[src/rtl/pipelined_addsub_if.sv]
// pipelined_addsub_if: operand/result valid-ready bus for the pipelined add/subtract unit
interface pipelined_addsub_if #(parameter int WIDTH = 16);
  logic in_valid, in_ready, cin, sub, out_valid, out_ready, cout, ovf;
  logic [WIDTH-1:0] a, b, sum;
  modport master(output in_valid, a, b, cin, sub, out_ready,
                 input in_ready, out_valid, sum, cout, ovf);
  modport slave(input in_valid, a, b, cin, sub, out_ready,
                output in_ready, out_valid, sum, cout, ovf);
endinterface

[src/rtl/pipelined_addsub.sv]
// pipelined_addsub: sliced ripple-carry add/subtract, one slice per stage, global-stall handshake
module pipelined_addsub #(
  parameter int WIDTH  = 16,
  parameter int STAGES = 4
) (
  input logic clk,
  input logic reset,
  pipelined_addsub_if.slave bus
);
  localparam int W = WIDTH / STAGES;
  logic adv, fire, c_eff, ovf_q;
  logic [WIDTH-1:0] b_eff;
  function automatic logic [W:0] ripple(input logic [W-1:0] x, input logic [W-1:0] y, input logic ci);
    logic [W-1:0] s;
    logic c;
    s = '0;
    c = ci;
    for (int i = 0; i < W; i++) begin
      s[i] = x[i] ^ y[i] ^ c;
      c = (x[i] & y[i]) | (y[i] & c) | (x[i] & c);
    end
    return {c, s};
  endfunction
  assign adv   = !bus.out_valid || bus.out_ready;
  assign fire  = bus.in_valid && bus.in_ready;
  assign b_eff = bus.sub ? ~bus.b : bus.b;
  assign c_eff = bus.sub ? ~bus.cin : bus.cin;
  // Stage k holds the finished low (k+1)*W result bits plus the operand bits still to be consumed
  for (genvar k = 0; k < STAGES; k++) begin : g_st
    logic [W-1:0] x, y;
    logic [W:0] r;
    logic [(k+1)*W-1:0] s_d, s_q;
    logic ci, vi, v_q, c_q;
    if (k == 0) begin : g_in
      assign x   = bus.a[W-1:0];
      assign y   = b_eff[W-1:0];
      assign ci  = c_eff;
      assign vi  = fire;
      assign s_d = r[W-1:0];
    end else begin : g_in
      assign x   = g_st[k-1].g_fw.a_q[W-1:0];
      assign y   = g_st[k-1].g_fw.b_q[W-1:0];
      assign ci  = g_st[k-1].c_q;
      assign vi  = g_st[k-1].v_q;
      assign s_d = {r[W-1:0], g_st[k-1].s_q};
    end
    assign r = ripple(x, y, ci);
    // Data only moves with a valid beat so outputs read 0 until the first real result
    always_ff @(posedge clk)
      if (reset) begin
        v_q <= 1'b0;
        s_q <= '0;
        c_q <= 1'b0;
      end else if (adv) begin
        v_q <= vi;
        if (vi) begin
          s_q <= s_d;
          c_q <= r[W];
        end
      end
    if (k < STAGES - 1) begin : g_fw
      localparam int UW = WIDTH - (k + 1) * W;
      logic [UW-1:0] a_d, b_d, a_q, b_q;
      if (k == 0) begin : g_src
        assign a_d = bus.a[WIDTH-1:W];
        assign b_d = b_eff[WIDTH-1:W];
      end else begin : g_src
        assign a_d = g_st[k-1].g_fw.a_q[UW+W-1:W];
        assign b_d = g_st[k-1].g_fw.b_q[UW+W-1:W];
      end
      always_ff @(posedge clk)
        if (reset) begin
          a_q <= '0;
          b_q <= '0;
        end else if (adv && vi) begin
          a_q <= a_d;
          b_q <= b_d;
        end
    end
  end
  always_ff @(posedge clk)
    if (reset) ovf_q <= 1'b0;
    else if (adv && g_st[STAGES-1].vi)
      ovf_q <= (g_st[STAGES-1].x[W-1] == g_st[STAGES-1].y[W-1]) &&
               (g_st[STAGES-1].r[W-1] != g_st[STAGES-1].x[W-1]);
  assign bus.in_ready  = adv && !reset;
  assign bus.out_valid = g_st[STAGES-1].v_q;
  assign bus.sum       = g_st[STAGES-1].s_q;
  assign bus.cout      = g_st[STAGES-1].c_q;
  assign bus.ovf       = ovf_q;
endmodule
[src/flat_wrapper.sv]
// flat-port wrapper written by rule: the top's interface ports become plain ports
module pipelined_addsub_flat 
#(
  parameter int WIDTH  = 16,
  parameter int STAGES = 4
)
  (clk, reset, bus_in_valid, bus_a, bus_b, bus_cin, bus_sub, bus_out_ready, bus_in_ready, bus_out_valid, bus_sum, bus_cout, bus_ovf);
  pipelined_addsub_if #(.WIDTH(WIDTH)) bus_i ();
  input logic clk;
  input logic reset;
  input wire logic [$bits(bus_i.in_valid)-1:0] bus_in_valid;
  input wire logic [$bits(bus_i.a)-1:0] bus_a;
  input wire logic [$bits(bus_i.b)-1:0] bus_b;
  input wire logic [$bits(bus_i.cin)-1:0] bus_cin;
  input wire logic [$bits(bus_i.sub)-1:0] bus_sub;
  input wire logic [$bits(bus_i.out_ready)-1:0] bus_out_ready;
  output wire logic [$bits(bus_i.in_ready)-1:0] bus_in_ready;
  output wire logic [$bits(bus_i.out_valid)-1:0] bus_out_valid;
  output wire logic [$bits(bus_i.sum)-1:0] bus_sum;
  output wire logic [$bits(bus_i.cout)-1:0] bus_cout;
  output wire logic [$bits(bus_i.ovf)-1:0] bus_ovf;
  assign bus_i.in_valid = bus_in_valid;
  assign bus_i.a = bus_a;
  assign bus_i.b = bus_b;
  assign bus_i.cin = bus_cin;
  assign bus_i.sub = bus_sub;
  assign bus_i.out_ready = bus_out_ready;
  assign bus_in_ready = bus_i.in_ready;
  assign bus_out_valid = bus_i.out_valid;
  assign bus_sum = bus_i.sum;
  assign bus_cout = bus_i.cout;
  assign bus_ovf = bus_i.ovf;
  pipelined_addsub #(.WIDTH(WIDTH), .STAGES(STAGES)) u_core (.clk(clk), .reset(reset), .bus(bus_i));
endmodule
[config.mk]
export PLATFORM = sky130hd
export DESIGN_NAME = pipelined_addsub_flat
export DESIGN_NICKNAME = d
export VERILOG_FILES = /design/src/rtl/pipelined_addsub_if.sv /design/src/rtl/pipelined_addsub.sv /design/src/flat_wrapper.sv
export SDC_FILE = /design/constraint.sdc
export NUM_CORES = 1
export LEC_CHECK = 0
export ABC_AREA = 1
export ABC_CLOCK_PERIOD_IN_PS = 3400
export BUFFER_PORTS_ARGS = -buffer_cell sky130_fd_sc_hd__buf_4
export CAP_MARGIN = 20
export CORE_ASPECT_RATIO = 0.7
export CORE_MARGIN = 3
export CORE_UTILIZATION = 57
export DETAILED_ROUTE_END_ITERATION = 10
export PLACE_DENSITY = 0.88
export SYNTH_ARGS = -nofsm -noshare
export SYNTH_HDL_FRONTEND = slang
export SYNTH_SLANG_ARGS = --single-unit
export TNS_END_PERCENT = 100
[constraint.sdc]
create_clock -name clk -period 3.4 [get_ports clk]
set_input_delay 0.34 -clock clk [delete_from_list [all_inputs] [get_ports clk]]
set_output_delay 0.34 -clock clk [all_outputs]
set_load 0.05 [all_outputs]
==> Word level (Yosys, flattened, before mapping) <==
Cells that the tools add are included.
Widths: inputs -> output; s select.
{ "totals": {"inputBits": 38, "mem_bits_ro": 0, "ram_bits": 0, "register_bits": 97, "memories": 0, "latchBits": 0} }
{ "op_classes": {"shifts": 0, "order_cmp": 0, "eq_ne": 2, "add_sub_neg": 0, "div": 0, "bitwise_logic": 114, "mul": 0, "n_reduce_logical": 14, "mux": 2} }
{ "ops": {"columns": ["cell", "count"], "rows": [
  ["$and 1x1->1", 48],
  ["$or 1x1->1", 32],
  ["$xor 1x1->1", 32],
  ["$mux 16", 1],
  ["$not 16->16", 1],
  ["$reduce_and 2->1", 4],
  ["$logic_and 1x1->1", 7],
  ["$logic_not 1->1", 2],
  ["$eq 1x1->1", 1],
  ["$logic_or 1x1->1", 1],
  ["$mux 1", 1],
  ["$ne 1x1->1", 1],
  ["$not 1->1", 1]
]} }

==> Depth between registers and ports, before layout <==
Gate-level depths: netlist of the first run.
{ "logic_depth": {"depth_word": 14, "mapped_depth": 13, "mapped_depth_nobuf": 13} }

==> Least setup slack after synthesis of the first run <==
Ideal clock, no wire load.
{ "synth_path": {"path_kind": "input to register", "start": "in bus_sub", "end": "reg u_core.g_st[0].s_q[3]", "setup_slack_ns": 0.756, "t_arrival_ns": 2.531, "path_stages": 10, "required_ns": 3.287, "cell_sequence": "buf_4 buf_4 xnor2_1 fa_1 fa_1 fa_1 inv_1 fa_1 nand2_1 nand2_1"} }
{ "synth_via": {"elab_chain_cells": 11} }
{ "synth_lines": {"columns": ["element", "line", "text"], "rows": [
  ["start: declaration", "flat_wrapper.sv:15", "input wire logic [$bits(bus_i.sub)-1:0] bus_sub;"],
  ["$mux 16 or $mux 1 (tied branches)", "pipelined_addsub.sv:26, pipelined_addsub.sv:27", null],
  ["$and 1x1->1", "pipelined_addsub.sv:20", "c = (x[i] & y[i]) | (y[i] & c) | (x[i] & c);"],
  ["$or 1x1->1 (2 in series)", "pipelined_addsub.sv:20", null],
  ["$and 1x1->1", "pipelined_addsub.sv:20", null],
  ["$or 1x1->1 (2 in series)", "pipelined_addsub.sv:20", null],
  ["$and 1x1->1", "pipelined_addsub.sv:20", null],
  ["$or 1x1->1 (2 in series)", "pipelined_addsub.sv:20", null],
  ["$xor 1x1->1 (*)", "pipelined_addsub.sv:19", "s[i] = x[i] ^ y[i] ^ c;"],
  ["named net u_core.g_st[0].r[3]", "pipelined_addsub.sv:31", "logic [W:0] r;"],
  ["end signal: assignment", "pipelined_addsub.sv:52", "s_q <= '0;"],
  ["end signal: assignment", "pipelined_addsub.sv:57", "s_q <= s_d;"],
  ["end: declaration", "pipelined_addsub.sv:32", "logic [(k+1)*W-1:0] s_d, s_q;"]
]} }
The timed path passes the listed nets; every way through them passes the cells marked *.
A chain may end at the register's enable or synchronous reset.

==> Final worst setup path of the first run <==
{ "layout_path": {"start": "reg u_core.g_st[2].g_fw.b_q[0]", "end": "reg u_core.ovf_q, in the netlist u_core.bus.ovf"} }
{ "layout_via": {"elab_chain_cells": 12} }
{ "layout_lines": {"columns": ["element", "line", "text"], "rows": [
  ["start: declaration", "pipelined_addsub.sv:63", "logic [UW-1:0] a_d, b_d, a_q, b_q;"],
  ["start signal: assignment", "pipelined_addsub.sv:74", "b_q <= '0;"],
  ["start signal: assignment", "pipelined_addsub.sv:77", "b_q <= b_d;"],
  ["$and 1x1->1", "pipelined_addsub.sv:20", null],
  ["$or 1x1->1 (*) (2 in series)", "pipelined_addsub.sv:20", null],
  ["$and 1x1->1", "pipelined_addsub.sv:20", null],
  ["$or 1x1->1", "pipelined_addsub.sv:20", null],
  ["$or 1x1->1 (*)", "pipelined_addsub.sv:20", null],
  ["$and 1x1->1", "pipelined_addsub.sv:20", null],
  ["$or 1x1->1", "pipelined_addsub.sv:20", null],
  ["$or 1x1->1 (*)", "pipelined_addsub.sv:20", null],
  ["$xor 1x1->1 (*)", "pipelined_addsub.sv:19", null],
  ["$ne 1x1->1 (*)", "pipelined_addsub.sv:85", "(g_st[STAGES-1].r[W-1] != g_st[STAGES-1].x[W-1]);"],
  ["$logic_and 1x1->1 (*)", "pipelined_addsub.sv:84", "ovf_q <= (g_st[STAGES-1].x[W-1] == g_st[STAGES-1].y[W-1]) &&"],
  ["end signal: assignment", "pipelined_addsub.sv:84", null],
  ["end: declaration", "pipelined_addsub.sv:11", "logic adv, fire, c_eff, ovf_q;"]
]} }
Every way passes the cells marked *; elsewhere a longest branch is shown, timed or not.

==> insert_results.sql, run 1 <==
INSERT INTO impl_metrics (metric_group, metric, value, unit) VALUES
('setup_path', 'critPathKind', 'reg -> reg', ''),
('clock_tree', 'cts-htree-levels', '3', ''),
('logic_synthesis', 'synth_flop_cell', 'sky130_fd_sc_hd__dfxtp_1', ''),
('clock_tree', 'post-cts-setup-buffer-count', '0', ''),
('setup_path', 'path_common_cell', 'sky130_fd_sc_hd__inv_1', ''),
('clock_tree', 'clock_latency', '0.37', 'ns'),
('pwr', 'total_power', '0.002321', 'W'),
('clock_tree', 'post_cts_resized', '0', ''),
('setup_path', 'worst-endpoint-arrival', '2.71', 'ns'),
('floorplan', 'die_w', '106.9', 'um'),
('run_status', 'run_status', 'completed', ''),
('setup_path', 'worst_path_max_delay_cell', 'sky130_fd_sc_hd__fa_1', ''),
('routing', 'totalWireLength', '7734', 'um'),
('global_routing', 'number_of_antenna_violations_at_the_first_check_in_global_routing', '0', ''),
('global_routing', 'track_usage', '20.17', '%'),
('timing', 'worst_slew_pin_slew', '0.7498', 'ns'),
('timing', 'rsz0062_at_grt', 'false', ''),
('floorplan', 'rows', '25', ''),
('setup_path', 'setup.worst_path.start_class', 'flop', ''),
('routing', 'drt_iter0_markers', '122', ''),
('timing', 'maxClockFrequency', '409.9', 'MHz'),
('logic_synthesis', 'synth.yosys.seq_area_share', '47.84', '%'),
('logic_synthesis', 'synthesis.nets', '568', ''),
('timing', 'worst_slew_margin_rel', '50.02', '%'),
('clock_tree', 'clock_tree_from_tritoncts', 'done', ''),
('floorplan', 'fp.dieH', '76.60', 'um'),
('timing', 'finClkSkew', '0.009648', 'ns'),
('finish', 'fillerInstances', '577', ''),
('hold_path', 'hold_path_class', 'in -> reg', ''),
('logic_synthesis', 'synth_common_cells', 'sky130_fd_sc_hd__nor2_1, sky130_fd_sc_hd__dfxtp_1, sky130_fd_sc_hd__nand2_1', ''),
('global_routing', 'grt_overflow', '0', ''),
('setup_path', 'path_cells', 'inv_1, fa_1, inv_1, fa_1, fa_1, inv_1, fa_1, inv_1, nand2_1, nand3_1, nand2_1, inv_1, nor2_1', ''),
('logic_synthesis', 'ys_async_sr_fraction', '0', '%'),
('timing', 'finalWorstPathRequiredPeriod', '2.440', 'ns'),
('clock_tree', 'cts_num_sinks', '97', ''),
('clock_tree', 'clockBufferDepth', '2', ''),
('routing', 'drt-pass1-iter-count', '4', ''),
('place', 'placedCellCount', '637', ''),
('pwr', 'cellLeakagePower', '2.170', 'nW'),
('floorplan', 'design.die.area', '0.008185', 'mm^2'),
('clock_tree', 'clk_transition_reported_paths', '0.10', 'ns'),
('global_routing', 'number_of_global_route_vias_before_repair', '2988', ''),
('setup_path', 'end_kind', 'flop', ''),
('pwr', 'vdd_ir_drop_max', '0.3036', 'mV'),
('finish', 'area_growth_syn_to_layout', '14.64', '%'),
('logic_synthesis', 'synthesis.area', '0.004059', 'mm^2'),
('logic_synthesis', 'synth.largest_area_cell', 'sky130_fd_sc_hd__dfxtp_1', ''),
('timing', 'timing_hold_violations_final', '0', ''),
('clock_tree', 'cts_hold_buffers', '0', ''),
('place', 'place.detailed.hpwl', '5568', 'um'),
('logic_synthesis', 'postSynthAreaPerCell', '7.912', 'um^2'),
('floorplan', 'design.core.area', '0.006819', 'mm^2'),
('pwr', 'power.density_cell_area', '498.7', 'mW/mm^2'),
('logic_synthesis', 'synthesis.instances', '513', ''),
('finish', 'area.sequential', '0.001942', 'mm^2'),
('logic_synthesis', 'synth.most_common_cell', 'sky130_fd_sc_hd__nor2_1', ''),
('logic_synthesis', 'synth.yosys.warnings', '0', ''),
('logic_synthesis', 'post_synth_num_cell_types', '23', ''),
('setup_path', 'cpPeakStageDelay', '0.44', 'ns'),
('logic_synthesis', 'yosys_register_bits', '97', ''),
('logic_synthesis', 'post-synth-top-area-fraction', '47.84', '%'),
('place', 'buffer_ports.inserted', '57', ''),
('logic_synthesis', 'number_of_enable_type_register_cells_in_the_synthesized_netlist', '0', ''),
('timing', 'totalNegativeSetupSlack', '0', 'ns'),
('routing', 'final_antenna_net_count', '0', ''),
('floorplan', 'floorplan.initialDensity', '59.52', '%'),
('logic_synthesis', 'top_cells_by_area_in_the_synthesized_netlist', 'sky130_fd_sc_hd__dfxtp_1, sky130_fd_sc_hd__nor2_1, sky130_fd_sc_hd__fa_1, sky130_fd_sc_hd__o21ai_0, sky130_fd_sc_hd__nand2_1', ''),
('setup_path', 'cp_num_buf_inv', '5', ''),
('place', 'place_congestion', '0.7913', ''),
('flow_run', 'drv.max_cap_violation_count', '0', ''),
('timing', 'setup_violations', '0', '');
[registers in the layout (all words and copies together) (netlist names), 3 cells and up]
name	count
u_core.g_st.g_fw.a_q	24
u_core.g_st.g_fw.b_q	24
u_core.g_st.s_q	24
u_core.bus.sum	16
u_core.g_st.c_q	3
u_core.g_st.v_q	3
[worst reg2reg max path: cells and delay by family, from the launching register on]
| kind | cells | cell delay, ns |
|---|---|---|
| AND/OR/NAND/NOR | 4 | 0.21 |
| adder cells (fa/ha/maj) | 4 | 1.48 |
| flip-flops | 1 | 0.32 |
| buffers and inverters | 5 | 0.37 |
[report_power, final]
part / switching, W / internal, W
Clock: 0.000408 / 0.000346
Combinational: 0.000191 / 0.000125
Sequential: 0.0000415 / 0.00121
Total: 0.000641 / 0.00168
[placed cells by master (no fill, tap or decap)]
cell type / instances
sky130_fd_sc_hd__buf_4: 58
sky130_fd_sc_hd__nand2_1: 66
sky130_fd_sc_hd__clkinv_2: 1
sky130_fd_sc_hd__clkbuf_8: 9
sky130_fd_sc_hd__xnor2_1: 4
sky130_fd_sc_hd__nand3_1: 26
sky130_fd_sc_hd__nand3_2: 1
sky130_fd_sc_hd__nand2_2: 3
sky130_fd_sc_hd__inv_2: 4
sky130_fd_sc_hd__o21ai_0: 62
sky130_fd_sc_hd__clkinv_4: 2
sky130_fd_sc_hd__o21ai_1: 1
sky130_fd_sc_hd__inv_6: 2
sky130_fd_sc_hd__inv_1: 47
sky130_fd_sc_hd__bufinv_16: 1
sky130_fd_sc_hd__nand4_1: 3
sky130_fd_sc_hd__dfxtp_1: 97
sky130_fd_sc_hd__nand2_4: 1
sky130_fd_sc_hd__fa_1: 16
sky130_fd_sc_hd__a21oi_1: 3
sky130_fd_sc_hd__xor2_1: 13
sky130_fd_sc_hd__nor2_1: 136
sky130_fd_sc_hd__clkinvlp_4: 1
sky130_fd_sc_hd__inv_4: 1
sky130_fd_sc_hd__ha_1: 1
[layout make-up]
cell class | count | share of cell area [%]
clock buffers | 9 | 2.662
clock inverters | 7 | 1.667
inverters | 52 | 4.248
multi-input cells | 336 | 37.81
flip-flops and latches | 97 | 41.73
well taps | 94 | 2.528
repair buffers | 58 | 9.357
[through the flow]
step           setup WS [ns]  instance area [um^2]  utilization (%)
3_3_place_gp          0.8038                  4452            65.28
5_1_grt               0.8239                  4653            68.24
3_5_place_dp          0.7505                  4452            65.28
2_1_floorplan         0.7558                  4059                -
6_report              0.9603                  4653            68.24
4_1_cts               0.9366                  4653            68.24
[final timing paths]
check	startpoint	to	slack, ns	cells after the start
setup / recovery	u_core.g_st[2].g_fw.b_q[0]$_SDFFE_PP0P_	u_core.bus.ovf$_SDFFE_PP0P_	0.96	13
hold / removal	bus_a[12]	u_core.g_st[0].g_fw.a_q[8]$_SDFFE_PP0P_	0.16	3
setup reg to reg	u_core.g_st[2].g_fw.b_q[0]$_SDFFE_PP0P_	u_core.bus.ovf$_SDFFE_PP0P_	0.96	13
hold reg to reg	u_core.g_st[0].g_fw.b_q[9]$_SDFFE_PP0P_	u_core.g_st[0].g_fw.b_q[9]$_SDFFE_PP0P_	0.47	2
[metal layers]
layer / routed length, um / GRT usage, % / vias up
li1: - / - / 1651
met1: 3473 / 25.14 / 1429
met2: 3768 / 33.04 / 70
met3: 367 / 7.536 / 14
met4: 125 / 5.364 / 0
met5: 0 / 0 / -
[kinds of logic after synthesis]
logic type,synth area share [%]
AO/OA/AOI/OAI,8.138
XOR/XNOR,3.668
adder cells (fa/ha/maj),8.200
buffers and inverters,8.816
flip-flops,47.84
AND/OR/NAND/NOR,23.34
Power figures use the tool's default switching activity.
==> inputs of run 2 (changes only) <==
- ABC_AREA: 1 -> 0
- ABC_CLOCK_PERIOD_IN_PS: 3400 -> 2100
- CORE_UTILIZATION: 57 -> 52
- PLACE_DENSITY: 0.88 -> 0.85
- clock period: 3.4 -> 2.1 ns (I/O delays scaled with it)
==> insert_results.sql, run 2 <==
INSERT INTO impl_metrics (metric_group, metric, value, unit) VALUES
('timing', 'setup_violations', '1', ''),
('setup_path', 'path_cells', 'inv_2, fa_1, inv_1, fa_2, fa_2, inv_2, fa_1, xor2_1, or4_1, a21oi_2', ''),
('finish', 'fillerInstances', '616', ''),
('finish', 'area_growth_syn_to_layout', '18.04', '%'),
('setup_path', 'rr_startpoint', 'u_core.g_st[2].g_fw.b_q[0]$_SDFFE_PP0P_', ''),
('routing', 'drcViolationCount', '0', ''),
('hold_path', 'hold_path_class', 'in -> reg', ''),
('routing', 'totalWireLength', '8960', 'um'),
('floorplan', 'floorplan.initialDensity', '54.15', '%'),
('place', 'place_congestion', '0.8288', ''),
('pwr', 'power.density_cell_area', '773.0', 'mW/mm^2'),
('clock_tree', 'post-cts-setup-buffer-count', '0', ''),
('global_routing', 'grt_overflow', '0', ''),
('setup_path', 'cpPeakStageDelay', '0.43', 'ns'),
('clock_tree', 'clk_transition_reported_paths', '0.07', 'ns'),
('setup_path', 'end_kind', 'flop', ''),
('place', 'placedCellCount', '585', ''),
('global_routing', 'track_usage', '20.04', '%'),
('logic_synthesis', 'synth.yosys.seq_area_share', '45.17', '%'),
('timing', 'worst_slew_margin_rel', '63.17', '%'),
('clock_tree', 'cts-htree-levels', '3', ''),
('pwr', 'total_power', '0.003923', 'W'),
('clock_tree', 'cts_hold_buffers', '0', ''),
('run_status', 'violations', 'negative setup slack', ''),
('finish', 'layout-drive-gt1-share', '25.60', '%'),
('flow_run', 'drv.max_cap_violation_count', '0', ''),
('global_routing', 'globalRouteMet1Util', '25.46', '%'),
('setup_path', 'setup.worst_path.start_class', 'flop', ''),
('setup_path', 'critPathKind', 'reg -> reg', ''),
('routing', 'detailroute.via_count', '3386', ''),
('timing', 'finalWorstPathRequiredPeriod', '2.543', 'ns'),
('setup_path', 'worst_ep_required', '2.38', 'ns'),
('logic_synthesis', 'synthesis.nets', '515', ''),
('setup_path', 'worst_path_max_delay_cell', 'sky130_fd_sc_hd__fa_1', ''),
('logic_synthesis', 'post-synth-top-area-fraction', '45.17', '%'),
('logic_synthesis', 'synth_common_cells', 'sky130_fd_sc_hd__dfxtp_1, sky130_fd_sc_hd__a21oi_1, sky130_fd_sc_hd__nand3_1', ''),
('setup_path', 'worstReg2RegEnd', 'u_core.bus.ovf$_SDFFE_PP0P_', ''),
('logic_synthesis', 'post_synth_num_cell_types', '29', ''),
('setup_path', 'worst_setup_path_endpoint', 'u_core.bus.ovf$_SDFFE_PP0P_', ''),
('routing', 'avgRoutedWirePerCell', '14.91', 'um'),
('timing', 'finClkSkew', '0.01089', 'ns'),
('logic_synthesis', 'synthesis.instances', '460', ''),
('global_routing', 'number_of_antenna_violations_at_the_first_check_in_global_routing', '0', ''),
('logic_synthesis', 'top_cells_by_area_in_the_synthesized_netlist', 'sky130_fd_sc_hd__dfxtp_1, sky130_fd_sc_hd__a21oi_1, sky130_fd_sc_hd__fa_1, sky130_fd_sc_hd__nand3_1, sky130_fd_sc_hd__o21ai_0', ''),
('run_status', 'run_status', 'finished, violations left', ''),
('place', 'place.detailed.hpwl', '5751', 'um'),
('logic_synthesis', 'synth.largest_area_cell', 'sky130_fd_sc_hd__dfxtp_1', ''),
('setup_path', 'cell_count_of_the_worst_reg_to_reg_path', '10', ''),
('floorplan', 'design.die.area', '0.009412', 'mm^2'),
('logic_synthesis', 'number_of_enable_type_register_cells_in_the_synthesized_netlist', '0', ''),
('logic_synthesis', 'synth_flop_cell', 'sky130_fd_sc_hd__dfxtp_1', ''),
('finish', 'layout.cells.non_filler', '601', ''),
('logic_synthesis', 'synth.yosys.warnings', '0', ''),
('routing', 'drt_iter0_markers', '357', ''),
('finish', 'layout_common_cells', 'sky130_fd_sc_hd__dfxtp_1, sky130_fd_sc_hd__a21oi_1, sky130_fd_sc_hd__buf_4', ''),
('setup_path', 'critPathMaxFanout', '2', ''),
('global_routing', 'number_of_global_route_vias_before_repair', '3352', ''),
('finish', 'largest_registers', 'u_core.g_st.g_fw.a_q (24), u_core.g_st.g_fw.b_q (24), u_core.g_st.s_q (24)', ''),
('setup_path', 'worst-r2r-setup-slack', '-0.44', 'ns'),
('finish', 'final_core_utilization', '63.92', '%'),
('floorplan', 'top_level_ports', '58', ''),
('floorplan', 'die_w', '114.7', 'um'),
('logic_synthesis', 'ys_async_sr_fraction', '0', '%'),
('logic_synthesis', 'postSynthAreaPerCell', '9.346', 'um^2'),
('routing', 'drt-pass1-iter-count', '5', ''),
('timing', 'maxClockFrequency', '393.3', 'MHz'),
('clock_tree', 'cts_num_sinks', '97', ''),
('pwr', 'cellLeakagePower', '1.881', 'nW'),
('timing', 'timing_hold_violations_final', '0', ''),
('setup_path', 'worst-endpoint-arrival', '2.82', 'ns'),
('logic_synthesis', 'yosys_register_bits', '97', ''),
('routing', 'post_detailed_route_via_to_cell_ratio', '5.634', ''),
('finish', 'layout.nets', '550', ''),
('timing', 'setup_ws', '-0.4425', 'ns'),
('clock_tree', 'numCtsBuffers', '9', ''),
('clock_tree', 'clock_tree_from_tritoncts', 'done', ''),
('global_routing', 'global_route.usage.met2', '33.45', '%'),
('setup_path', 'crit_path_start', 'u_core.g_st[2].g_fw.b_q[0]$_SDFFE_PP0P_', ''),
('finish', 'layout.cells.most_common', 'sky130_fd_sc_hd__dfxtp_1', ''),
('clock_tree', 'clockBufferDepth', '2', ''),
('logic_synthesis', 'synthesis.area', '0.004299', 'mm^2'),
('timing', 'worst_slew_pin_slew', '0.5524', 'ns'),
('timing', 'totalNegativeSetupSlack', '-0.4425', 'ns'),
('global_routing', 'globalRoute.busiestLayer', 'met2', ''),
('logic_synthesis', 'synth.most_common_cell', 'sky130_fd_sc_hd__dfxtp_1', ''),
('pwr', 'vdd_ir_drop_max', '0.7285', 'mV'),
('floorplan', 'design.core.area', '0.007939', 'mm^2'),
('hold_path', 'worstHoldPathCells', '2', ''),
('clock_tree', 'clockRootBuffer', 'sky130_fd_sc_hd__clkbuf_16', ''),
('routing', 'final_antenna_net_count', '0', ''),
('global_routing', 'grt_pass1_wl', '14980', 'um'),
('timing', 'slew_viol_final', '0', ''),
('finish', 'n_antenna_cell', '0', ''),
('place', 'buffer_ports.inserted', '57', ''),
('timing', 'final_worst_path_cycle_share', '121.1', '%'),
('global_routing', 'grt_max_degree', '88', ''),
('clock_tree', 'clock_latency', '0.35', 'ns'),
('floorplan', 'fp.dieH', '82.08', 'um'),
('floorplan', 'rows', '27', ''),
('timing', 'rsz0062_at_grt', 'true', ''),
('global_routing', 'gr-usage-met3', '5.744', '%');
run 2: cell types whose count changed after synthesis, moves of 11 or more:
cell                       change
sky130_fd_sc_hd__nand2b_1     +11
sky130_fd_sc_hd__a311oi_1     +12
sky130_fd_sc_hd__nand2_1      -60
sky130_fd_sc_hd__nor2_1      -135
sky130_fd_sc_hd__nand3_1      +28
sky130_fd_sc_hd__o21ai_0      -16
sky130_fd_sc_hd__nor2b_1      +11
sky130_fd_sc_hd__inv_1        -22
sky130_fd_sc_hd__a21oi_1      +68
run 2: what timing repair did:
item                                    in CTS  in global routing
resized for setup                           14                 11
endpoints found under the setup margin       5                  7
pin swaps                                    5                  3
run 2: how the worst min path moves through the flow:
stage          startpoint  slack, ns                                 endpoint
2_1_floorplan    bus_a[4]       0.32  u_core.g_st[0].g_fw.a_q[0]$_SDFFE_PP0P_
3_3_place_gp     bus_a[4]       0.41  u_core.g_st[0].g_fw.a_q[0]$_SDFFE_PP0P_
3_5_place_dp     bus_a[7]       0.42  u_core.g_st[0].g_fw.a_q[3]$_SDFFE_PP0P_
4_1_cts          bus_a[4]       0.06  u_core.g_st[0].g_fw.a_q[0]$_SDFFE_PP0P_
5_1_grt          bus_a[7]       0.06  u_core.g_st[0].g_fw.a_q[3]$_SDFFE_PP0P_
6_report         bus_a[4]       0.06  u_core.g_st[0].g_fw.a_q[0]$_SDFFE_PP0P_
run 2: final cells by class:
class | instances | area (um^2) | share of cell area (%)
multi-input cells | 290 | 2072 | 40.83
flip-flops and latches | 97 | 1947 | 38.36
repair buffers | 69 | 543.0 | 10.70
clock buffers | 10 | 239.0 | 4.709
well taps | 101 | 126.4 | 2.490
inverters | 28 | 105.1 | 2.071
clock inverters | 6 | 42.54 | 0.8383
run 2: through the flow:
| step | setup WS, ns | cell area (um^2) | hold slack [ns] |
|---|---|---|---|
| after floorplan | -0.4640 | 4329 | 0.3204 |
| after global placement | -0.3600 | 4757 | 0.4063 |
| after detailed placement | -0.4609 | 4757 | 0.4208 |
| after CTS | -0.4404 | 5057 | 0.06143 |
| after global routing | -0.5490 | 5075 | 0.06341 |
| final | -0.4425 | 5075 | 0.06493 |
run 2: routing by layer:
metal	vias to the layer above	share of wire, %
met5	-	0
met4	0	0.90
met3	12	5.3
met2	102	48
met1	1622	46
li1	1650	-
run 2: cell families after synthesis:
group           count (synthesis)  share of synthesized area, %
compound gates                148                         18.86
flops                          97                         45.17
simple gates                   86                         10.88
buf+inv                        73                         8.033
mux                            21                         5.646
xor+xnor                       18                         3.667
fa+ha+maj                      17                         7.742
run 2: critical path, delay by kind of cell, from the launching register on:
family / cells / cell delay (ns)
buffers and inverters: 3 / 0.16
adders and majority gates: 4 / 1.26
xor gates and xnor gates: 1 / 0.15
AOI/OAI and AO/OA: 1 / 0.14
DFF: 1 / 0.33
and+or+nand+nor: 1 / 0.42
run 2: power by group:
group	internal, W	leakage, nW	switching [W]	total, W
Sequential	0.00192	0.793	0.0000492	0.00197
Combinational	0.000194	0.954	0.000212	0.000407
Clock	0.000837	0.135	0.000707	0.00154
